<file path="config.mk">
export PLATFORM = sky130hd
export DESIGN_NAME = pchri03_top
export DESIGN_NICKNAME = d
export VERILOG_FILES = /design/src/rtl/pchri03_top.sv
export SDC_FILE = /design/constraint.sdc
export NUM_CORES = 1
export LEC_CHECK = 0
export ABC_CLOCK_PERIOD_IN_PS = 4110
export CAP_MARGIN = 20
export CORE_UTILIZATION = 38
export DETAILED_ROUTE_END_ITERATION = 8
export HOLD_SLACK_MARGIN = 0.06
export SYNTH_ARGS = -nofsm -noshare
export SYNTH_HDL_FRONTEND = slang
export SYNTH_SLANG_ARGS = --single-unit
</file>
<file path="constraint.sdc">
create_clock -name clk -period 4.11 [get_ports clk]
set_clock_uncertainty 0.2 [all_clocks]
set_input_delay 0.411 -clock clk [delete_from_list [all_inputs] [get_ports clk]]
set_output_delay 0.411 -clock clk [all_outputs]
set_load 0.05 [all_outputs]
</file>
<file path="src/rtl/pchri03_top.sv">
// Prescaled counter / LFSR / PWM pattern generator with a mode-selected registered output.
// All state advances on prescaler ticks; outputs refresh on every enabled edge.
module pchri03_top (
  input  logic       clk,
  input  logic       rst_n,
  input  logic       ena,
  input  logic [7:0] ui_in,
  output logic [7:0] uo_out,
  input  logic [7:0] uio_in,
  output logic [7:0] uio_out,
  output logic [7:0] uio_oe
);

  localparam int unsigned PCNT_W = 4;
  localparam int unsigned CNT_W  = 8;
  localparam int unsigned LFSR_W = 16;
  localparam int unsigned STAT_W = 4;
  localparam logic [LFSR_W-1:0] LFSR_SEED = 16'hACE1;

  logic [PCNT_W-1:0] pcnt;
  logic [CNT_W-1:0]  cnt;
  logic [LFSR_W-1:0] lfsr;
  logic [STAT_W-1:0] status;

  logic [1:0]        mode_c;
  logic              clear_c;
  logic              pause_c;
  logic [PCNT_W-1:0] div_c;
  logic              tick_c;
  logic [CNT_W-1:0]  duty_c;
  logic              pwm_c;
  logic              fb_c;
  logic [CNT_W-1:0]  mux_c;
  logic [3:0]        unused_bits;

  assign mode_c  = ui_in[1:0];
  assign clear_c = ui_in[2];
  assign pause_c = ui_in[3];
  assign div_c   = ui_in[7:4];

  assign unused_bits = uio_in[3:0];

  assign tick_c = ena & ~pause_c & (pcnt == div_c);
  assign duty_c = {uio_in[7:4], 4'h0};
  assign pwm_c  = (cnt < duty_c);
  assign fb_c   = lfsr[15] ^ lfsr[13] ^ lfsr[12] ^ lfsr[10];

  // Output pattern selection.
  always_comb begin
    mux_c = cnt;
    unique case (mode_c)
      2'b00: mux_c = cnt;
      2'b01: mux_c = lfsr[7:0];
      2'b10: mux_c = {CNT_W{pwm_c}};
      2'b11: mux_c = lfsr[15:8];
      default: mux_c = cnt;
    endcase
  end

  // Prescaler, counter and LFSR; clear wins over pause and tick.
  always_ff @(posedge clk or negedge rst_n) begin
    if (!rst_n) begin
      pcnt <= '0;
      cnt  <= '0;
      lfsr <= LFSR_SEED;
    end else if (ena) begin
      if (clear_c) begin
        pcnt <= '0;
        cnt  <= '0;
        lfsr <= LFSR_SEED;
      end else if (!pause_c) begin
        if (tick_c) begin
          pcnt <= '0;
          cnt  <= cnt + CNT_W'(1);
          lfsr <= {lfsr[14:0], fb_c};
        end else begin
          pcnt <= pcnt + PCNT_W'(1);
        end
      end
    end
  end

  // Registered outputs reflect pre-update state (one-cycle lag).
  always_ff @(posedge clk or negedge rst_n) begin
    if (!rst_n) begin
      uo_out <= '0;
      status <= '0;
    end else if (ena) begin
      uo_out <= mux_c;
      status <= {pwm_c, lfsr[15], tick_c, (cnt == 8'hFF)};
    end
  end

  assign uio_out = {4'h0, status};
  assign uio_oe  = 8'h0F;

endmodule

</file>
==> impl_summary.log <==
[metrics] number of flops mapped to enable cells by yosys: 0
[metrics] clk_lat worst skew: 0.29 ns
[metrics] Fillers: 584
[metrics] arrival time at the worst endpoint: 2.65 ns
[metrics] Num CTS Buffers: 5
[metrics] number of cells on the worst reg-to-reg path: 4
[metrics] TritonCTS clock tree: yes
[metrics] first-pass iteration count of the detailed router: 4
[metrics] number of global-route vias before repair: approximately 1900
[metrics] upper clock frequency limit: approximately 0.38 GHz
[metrics] half-perimeter wire length after placement: around 3800 um
[metrics] antenna violations before repair: 0
[metrics] detail-routed via count per cell: 5.73
[metrics] area of the core: 0.00596 mm2
[metrics] min-delay worst type: in -> async
[metrics] CP required: 4.14 ns
[metrics] placed cells: 334
[metrics] port buffer count: 26
[metrics] Die Height: roughly 80 um
[metrics] antenna fix cells: 0
[metrics] Die ar.: 0.00655 mm2
[metrics] standard-cell row count: 28
[metrics] Yosys reg bits: 40
[metrics] topmost layer with routed signal wires: met4
[metrics] met1 routed wirelength after detailed routing: roughly 2800 um
[metrics] count of unresolved DRC violations after routing: 0
[metrics] portion of synthesized cell area occupied by the leading cell type: 33.8%
[metrics] H-Tree Depth: 2
[metrics] Net count, final: 290
[metrics] count of pins over their slew limit: 0
[metrics] routed length per placed instance: 16.8 um
[metrics] leakage dissipation: 1.06 nW
[metrics] endpoint of the lowest-slack register-to-register path: cnt[3]
[metrics] number of sinks handled by clock tree synthesis: 40
[metrics] FFs w/ async S/R, synth: 100%
[metrics] Syn Inst Count: around 250
[metrics] slowest library cell on the worst path: clkdlybuf4s50_1
[metrics] fraction of layout instances using a drive strength above 1: 11.2%
[metrics] clock transition at the registers of the reported paths: 0.08 ns
[metrics] unrepaired setup endpoints after global routing: no
[metrics] number of vias after detailed routing: 1961
[metrics] die width: 80.9 um
[metrics] remaining max-slew budget at the tightest pin: 38.1%
[metrics] number of resized instances in the post-cts repair step: 0
[metrics] crit-path max cell delay: 0.87 ns
[metrics] r2r setup slk: 2.07 ns
[metrics] drt initial violations: between 150 and 200
[metrics] minimum clock period: 2.62 ns
[metrics] library cell with the largest summed area after synthesis: dfrtp_1
[metrics] Clock Root Buffer: clkbuf_8
[metrics] critical path launch point type: primary input
[metrics] starting density of the core: between 30 and 40%
[metrics] Setup Crit Path Kind: in -> reg
[metrics] layout overhead on the synthesized area: 14.8%
[metrics] Main synth FF type: dfrtp_1
[metrics] accumulated negative setup slack: 0 ns
[metrics] distinct cell type count after synthesis: 50
[metrics] met3 wire length: 198 um
[metrics] number of max-cap violations: 0
[metrics] Setup-failing EPs final: 0
[metrics] number of hold buffers added after cts: 0
[metrics] netlist area before placement: approximately 0.0024 mm2
[metrics] post-synthesis average cell area: about 9.6 um2
[metrics] post-CTS repair timing setup buffer count: 0
[metrics] IO Pins: 43
[metrics] worst flop-to-flop path startpoint: pcnt[2]
[metrics] number of cells in the finished layout apart from fillers: approximately 340
[metrics] post-route fraction of the period consumed by the critical path: 63.8%
[metrics] Power Dens Cells: 467 mW/mm2
[metrics] wire length on met2: 2670 um
[metrics] Synth area leaders: dfrtp_1 34%, dfstp_2 8.9%, o21ai_0 4.9%
[metrics] post-detailed-routing wire length: approximately 5800 um
[metrics] worst-path fanout max: 18
[metrics] global route total overflow: 0
[metrics] Fin. Hold Viols: 0
[metrics] sequential fraction of the synthesis area: between 40% and 50%
[metrics] Least-Margin Pin Slew: 0.928 ns
[metrics] maximum root-to-sink buffer count: 2
[metrics] maximum number of pins on one net before global-route repair: between 40 and 50
[metrics] first-pass GRT wire length: roughly 9700 um
[metrics] final weighted congestion in routability-driven placement: 0.808
[metrics] CP Capture Type: flip-flop
[metrics] residual antenna-violating net count after detailed routing: 0
[metrics] Critical Path, Cell by Cell: clkdlybuf4s50_1 > clkinv_1 > nor2_1 > o32a_1
[metrics] maximum vdd ir drop: about 0.22 mV
[metrics] crit-path leading delay family: buffers and inverters
[metrics] warnings from Yosys: 0
[metrics] number of buffers and inverters on the critical path: 2
[metrics] run status: completed
[metrics] global router's overall resource usage: 19.7%
layer usage:
| metal | vias up | track usage, % |
|---|---|---|
| li1 | 945 | - |
| met1 | 964 | 28.7 |
| met2 | 45 | 30.1 |
| met3 | 7 | 3.37 |
| met4 | 0 | 5.00 |
| met5 | - | 0 |
sequential cells by signal, indices dropped and copies added (netlist names):
name and flops:
status 4, cnt 8, pcnt 4, lfsr 16, uo_out 8
worst max-delay path by stage:
stage / startpoint / to / cells past startpoint
floorplan: ui_in[1] / uo_out[7] / 5
finish: ena / lfsr[5] / 4
detailed placement: ena / uo_out[2] / 5
global placement: ena / lfsr[7] / 5
global route: ena / lfsr[7] / 5
CTS: ena / lfsr[11] / 5
placed cells by master (no fill, tap or decap), types with 2 or more instances in the layout:
cell type	synthesis	routed
ha_1	5	5
o32a_1	3	3
a22oi_1	5	5
nand4_1	5	5
nor2_1	11	11
a221o_1	7	7
xnor2_1	6	6
o311ai_1	2	2
o41ai_1	2	2
o21ai_0	23	23
a31oi_1	5	5
nor3_1	2	2
or4_1	3	3
mux2_2	9	9
a32o_1	4	4
and3_1	2	2
dfrtp_1	32	32
mux2i_1	2	2
conb_1	2	12
a21oi_1	4	4
nand2_1	18	18
clkdlybuf4s50_1	0	25
nor2b_1	8	8
a221oi_1	2	2
inv_1	4	4
buf_4	13	3
clkbuf_8	0	5
dfstp_2	8	8
o311ai_0	3	3
o31ai_1	5	5
nand3_1	17	17
nand2b_1	4	4
power breakdown:
part / switching (W) / total, W / internal [W]
Clock: 0.000137 / 0.000318 / 0.000180
Combinational: 0.000243 / 0.000397 / 0.000154
Sequential: 0.0000778 / 0.000553 / 0.000475
Total: 0.000458 / 0.00127 / 0.000809
cells by family after synthesis:
| group | share of synthesized area (%) |
|---|---|
| muxes | 5.13 |
| buffers and inverters | 7.88 |
| DFF | 42.7 |
| other | 0.317 |
| and+or+nand+nor | 17.0 |
| AOI/OAI and AO/OA | 21.7 |
| adders and majority gates | 2.64 |
| xor gates and xnor gates | 2.59 |
worst reg2reg max path, cell delays in order, from the launching register on:
cell and delay [ns]:
dfrtp_1 0.43, xnor2_1 0.20, and3_1 0.52, nand2_1 0.26
o311ai_1 0.34
metrics by stage:
step	worst slack (ns)	hold slack [ns]	total power (W)	area, um2	utilization [%]
3_3_place_gp	1.21	0.273	0.000947	2610	43.8
2_1_floorplan	2.37	-0.0846	0.000843	2400	-
4_1_cts	1.52	0.0861	0.00128	2720	45.6
5_1_grt	1.30	0.119	0.00135	2720	45.6
3_5_place_dp	1.19	0.276	0.000957	2610	43.8
6_report	1.49	0.0481	0.00127	2720	45.6
cell usage after synthesis, types with 2 or more instances:
master,number
nor2_1,11
o41ai_1,2
nand2_1,18
mux2_2,9
a22oi_1,5
o311ai_0,3
nand2b_1,4
nor3_1,2
o32a_1,3
o21ai_0,23
a21oi_1,4
o31ai_1,5
and3_1,2
conb_1,2
a32o_1,4
inv_1,4
a31oi_1,5
buf_2,8
nor2b_1,8
or4_1,3
dfrtp_1,32
nand3_1,17
buf_4,13
nand4_1,5
mux2i_1,2
ha_1,5
a221o_1,7
o311ai_1,2
dfstp_2,8
xnor2_1,6
clkbuf_1,5
a221oi_1,2
cell type report:
type / instances / area [um2] / area share, %
tap: 75 / 93.8 / 3.46
multi-input combinational: 185 / 1210 / 44.4
timing repair buffer: 29 / 278 / 10.2
sequential: 40 / 1010 / 37.2
inverter: 5 / 18.8 / 0.691
clock inverter: 2 / 35.0 / 1.29
clock buffer: 6 / 72.6 / 2.67
Power figures use the tool's default switching activity.
